**src/rtl/hamming_secded_dec_pipe.sv**
```systemverilog
// Streaming SECDED Hamming decoder with a 2-stage pipeline and valid/ready on both sides; throughput is 1 word/cycle.
// Backpressure: in_ready drops once both stages are full. Defining HAMMING_DEC_ERRPOS_EN adds the out_err_pos port.
module hamming_secded_dec_pipe #(
    parameter int R     = 4,
    parameter int CNT_W = 16
) (
    input  logic                    clk,
    input  logic                    rst_n,
    input  logic                    in_valid,
    output logic                    in_ready,
    input  logic [(1<<R)-1:0]       in_code,
    output logic                    out_valid,
    input  logic                    out_ready,
    output logic [(1<<R)-R-2:0]     out_data,
    output logic                    out_err,
    output logic                    out_uncorr,
    input  logic                    cnt_clr,
    output logic [CNT_W-1:0]        cnt_corr,
`ifdef HAMMING_DEC_ERRPOS_EN
    output logic [CNT_W-1:0]        cnt_uncorr,
    output logic [R-1:0]            out_err_pos
`else
    output logic [CNT_W-1:0]        cnt_uncorr
`endif
);

    localparam int N = 1 << R;
    localparam int K = N - R - 1;
    localparam logic [CNT_W-1:0] CNT_ONE = {{(CNT_W-1){1'b0}}, 1'b1};

    // Hamming position (1-based) of the j-th data bit: j-th non-power-of-two position.
    function automatic int data_pos(input int j);
        int cnt;
        cnt      = 0;
        data_pos = 0;
        for (int p = 1; p < N; p++) begin
            if ((p & (p - 1)) != 0) begin
                if (cnt == j) data_pos = p;
                cnt++;
            end
        end
    endfunction

    logic [R-1:0] syn_c;
    logic [K-1:0] raw_data;

    always_comb begin
        syn_c = '0;
        for (int i = 0; i < N - 1; i++) begin
            for (int k = 0; k < R; k++) begin
                if ((((i + 1) >> k) & 1) != 0) syn_c[k] = syn_c[k] ^ in_code[i];
            end
        end
    end

    for (genvar j = 0; j < K; j++) begin : g_ext
        assign raw_data[j] = in_code[data_pos(j) - 1];
    end

    logic         s1_valid;
    logic [K-1:0] s1_data;
    logic [R-1:0] s1_syn;
    logic         s1_par;
    logic         s2_load;

    assign s2_load  = !out_valid || out_ready;
    assign in_ready = !s1_valid || s2_load;

    always_ff @(posedge clk or negedge rst_n) begin
        if (!rst_n) begin
            s1_valid <= 1'b0;
            s1_data  <= '0;
            s1_syn   <= '0;
            s1_par   <= 1'b0;
        end else if (in_ready) begin
            s1_valid <= in_valid;
            if (in_valid) begin
                s1_data <= raw_data;
                s1_syn  <= syn_c;
                s1_par  <= ^in_code;
            end
        end
    end

    logic         syn_nz;
    logic         single_c;
    logic [K-1:0] corr_data;

    assign syn_nz   = |s1_syn;
    assign single_c = syn_nz && s1_par;

    // A flipped parity-position bit carries no data, so only data positions need correcting.
    for (genvar j = 0; j < K; j++) begin : g_corr
        assign corr_data[j] = s1_data[j] ^ (single_c && (s1_syn == R'(data_pos(j))));
    end

`ifdef HAMMING_DEC_ERRPOS_EN
    logic [R-1:0] err_pos_c;

    always_comb begin
        err_pos_c = '0;
        if (single_c)              err_pos_c = s1_syn - {{(R-1){1'b0}}, 1'b1};
        else if (!syn_nz && s1_par) err_pos_c = '1;
    end
`endif

    always_ff @(posedge clk or negedge rst_n) begin
        if (!rst_n) begin
            out_valid   <= 1'b0;
            out_data    <= '0;
            out_err     <= 1'b0;
            out_uncorr  <= 1'b0;
`ifdef HAMMING_DEC_ERRPOS_EN
            out_err_pos <= '0;
`endif
        end else if (s2_load) begin
            out_valid <= s1_valid;
            if (s1_valid) begin
                out_data    <= corr_data;
                out_err     <= syn_nz || s1_par;
                out_uncorr  <= syn_nz && !s1_par;
`ifdef HAMMING_DEC_ERRPOS_EN
                out_err_pos <= err_pos_c;
`endif
            end
        end
    end

    logic fire;
    assign fire = out_valid && out_ready;

    always_ff @(posedge clk or negedge rst_n) begin
        if (!rst_n) begin
            cnt_corr   <= '0;
            cnt_uncorr <= '0;
        end else if (cnt_clr) begin
            cnt_corr   <= '0;
            cnt_uncorr <= '0;
        end else if (fire) begin
            if (out_err && !out_uncorr && (cnt_corr != '1)) cnt_corr <= cnt_corr + CNT_ONE;
            if (out_uncorr && (cnt_uncorr != '1))           cnt_uncorr <= cnt_uncorr + CNT_ONE;
        end
    end

endmodule

```
**config.mk**
```make
export PLATFORM = sky130hd
export DESIGN_NAME = hamming_secded_dec_pipe
export DESIGN_NICKNAME = d
export VERILOG_FILES = /design/src/rtl/hamming_secded_dec_pipe.sv
export SDC_FILE = /design/constraint.sdc
export NUM_CORES = 1
export LEC_CHECK = 0
export ABC_AREA = 1
export BUFFER_PORTS_ARGS = -buffer_cell sky130_fd_sc_hd__buf_2
export CORE_ASPECT_RATIO = 0.75
export CORE_UTILIZATION = 50
export DETAILED_ROUTE_END_ITERATION = 10
export GPL_TIMING_DRIVEN = 0
export PLACE_DENSITY_LB_ADDON = 0.3
export SYNTH_ARGS = -nofsm -noshare
export SYNTH_HDL_FRONTEND = slang
export SYNTH_SLANG_ARGS = --single-unit
```
**constraint.sdc**
```tcl
create_clock -name clk -period 2 [get_ports clk]
set_input_delay 0.2 -clock clk [delete_from_list [all_inputs] [get_ports clk]]
set_output_delay 0.2 -clock clk [all_outputs]
set_load 0.01 [all_outputs]
```
==> flow_metrics.tcl <==
set metrics [dict create \
    outcome "finished, violations left" \
    violations "hold timing" \
    root_buffer "clkbuf_8" \
    synthesis.area_um2 4000 \
    finalHoldViolCount 63 \
    r2r_start "cnt_uncorr[0]$_DFFE_PN0P_" \
    fin_crit_ns 1.87 \
    areaGrowthSynthToFinish_pct 16.3 \
    power_mw 3.38 \
    initial_core_util 0.530 \
    grt_pass1_vias 3519 \
    drcViolationCount 0 \
    grt_max_degree 64 \
    crit_chain "ha_4, nand3_1, nor2_4, nand4_1, nand2_1, nand2_2, buf_2, nand3_1, nand2_1" \
    core_um2 7530 \
    synthTopCellsByArea "dfrtp_1, nand2_1, nand3_1, xor2_1, nor2_1" \
    cp_top_family "simple AND/OR/NAND/NOR gates" \
    timing.final.ws_setup_ns 0.132 \
    crit_slowest_cell "dfrtp_2" \
    vias_per_cell 5.07 \
    synth-seq-cells 63 \
    nets 669 \
    synth_ff_type "dfrtp_1" \
    whs_ns -0.0642 \
    antenna_left 0 \
    worstMarginPinSlew_ns 0.779 \
    finalWeightedCongestion 0.899 \
    port_buffers 64 \
    insertion_delay_ns 0.34 \
    cp.arrival_ns 2.10 \
    clkSlewWorstSetupHoldPaths_ns 0.07 \
    finalCritPeriodShare 0.934 \
    dieArea_um2 8360 \
    clock_path_buffers 2 \
    finalSetupViolCount 0 \
    drive_above_1_share 0.160 \
    wl_per_cell_um 12.6 \
    reg2reg_slack_ns 0.13 \
    slew_viol_final 0 \
    synth_cell_types 25 \
    tritoncts.num_buffers 9 \
    crit_fanout 10 \
    antenna_found_initial 0 \
    stdcell_count 752 \
    async_flop_share 1.00 \
    critPathLaunch "cnt_uncorr[0]$_DFFE_PN0P_" \
    post-place-ws_ns 0.0101 \
    fill_cells 680 \
    drt_pass1_iterations 5 \
    synth_top_area_cell "dfrtp_1" \
    max_stage_delay_ns 0.44 \
    synth_edf_count 0 \
    seq_area_frac_synth 0.394 \
    max_slew_margin 0.481 \
    grt_overflow 0 \
    drt-total-wl_um 9500 \
    min_path_type "in2async" \
    p_leak_nw 2.46 \
    dp_hpwl_um 7250 \
    cts_hold_buffers 0 \
    yosys.area.top_type_share 0.394 \
    diodes 0 \
    critPathBufInv 1 \
    synth_common_cells "nand2_1, nor2_1, dfrtp_1" \
    cp-start-kind "flop" \
    irDropWorstVdd_mv 0.299 \
    ios 68 \
    die_x_um 105 \
    syn_inst 570 \
    dp.cells 735 \
    power_density_nw_per_um2 727 \
    initialDrtViolationCount 222 \
    ys_warn_count 0 \
    die_h_um 79.4 \
    synth_most_common_cell "nand2_1" \
    syn_area_per_cell_um2 7.01 \
    path_class "reg2reg" \
    fmax_ghz 0.535 \
    htreeDepth 3 \
    timing.max_cap.violations 0 \
    final_util 0.617 \
    synth_nets 593 \
    cts.sinks 63 \
    num_rows 27 \
    cts_tree "built" \
    grt_first_pass_wirelength_um 16200 \
    grt_usage 0.246 \
    setup_tns_ns 0 \
    finClkSkew_ns 0.0138 \
    vias 3812 \
    crit_path_end_kind "flop" \
    crit_required_ns 2.23 \
]
[cell type report]
cell class                 instances  area, um2  area share
clock inverter                     5       33.8     0.00727
buffer                            18       87.6      0.0188
tap                              101        126      0.0272
inverter                          47        176      0.0379
sequential                        63       1580       0.340
clock buffer                      11        141      0.0304
multi-input combinational        442       2170       0.467
timing repair buffer              65        330      0.0710
[worst paths after layout]
kind	to	cells after the start
max	cnt_uncorr[2]$_DFFE_PN0P_	9
min	out_data[7]$_DFFE_PN0P_	1
max reg2reg	cnt_uncorr[2]$_DFFE_PN0P_	9
min reg2reg	out_data[6]$_DFFE_PN0P_	2
max in group asynchronous	cnt_corr[0]$_DFFE_PN0P_	1
min in group clk	out_valid$_DFFE_PN0P_	4
[flip-flops by register name, indices dropped and copies added, names as in the netlist]
signal      cells
cnt_corr       16
cnt_uncorr     16
out_data       11
out_err         1
out_uncorr      1
out_valid       1
s1_data        11
s1_par          1
s1_syn          4
s1_valid        1
[stage by stage]
step / area [um2] / hold WS (ns)
2_1_floorplan: 4000 / -0.0956
3_3_place_gp: 4440 / 0.462
6_report: 4650 / -0.0642
5_1_grt: 4650 / 0.00952
4_1_cts: 4620 / 0.137
3_5_place_dp: 4440 / 0.475
[power breakdown]
group	switching (mW)	internal [mW]
Clock	0.484	0.481
Combinational	0.522	0.314
Sequential	0.143	1.44
[cell families after synthesis]
logic type               share of synthesized area
AO/OA/AOI/OAI                               0.0507
adder cells (fa/ha/maj)                    0.00626
flip-flops                                   0.394
AND/OR/NAND/NOR                              0.364
XOR/XNOR                                     0.118
buffers and inverters                       0.0661
[layer usage]
| metal | vias up | GRT usage | wire (um) |
|---|---|---|---|
| met1 | 1759 | 0.356 | 4860 |
| li1 | 1941 | - | - |
| met2 | 103 | 0.375 | 4030 |
| met5 | - | 0 | 0 |
| met3 | 9 | 0.0490 | 508 |
| met4 | 0 | 0.0690 | 98 |
[repair_timing]
item                       CTS  global route
setup endpoints to repair    3            27
pin swaps                    0             1
resized for setup            1             5
setup buffers                0             1
[cell usage in the layout, fill, tap and decap left out]
cell type     n
nor2_4        2
ha_4          1
buf_1         1
clkinv_4      1
xor2_1       29
nor3_4        1
o21ai_2       1
dfrtp_2       3
inv_1        46
buf_6         2
buf_2        67
nand3_1      58
buf_4         2
nor3_1        6
clkinv_2      2
inv_2         1
o21bai_1      1
clkbuf_8     10
dfrtp_1      60
ha_1          1
clkinvlp_4    2
clkbuf_1     12
nand2_2       5
nor2_1       64
o21ai_4       1
xnor2_1      25
o21ai_0      32
a21oi_1       2
nand2_1     201
nand4_1       9
nor2_2        1
or2_2         2
Power figures use the tool's default switching activity.
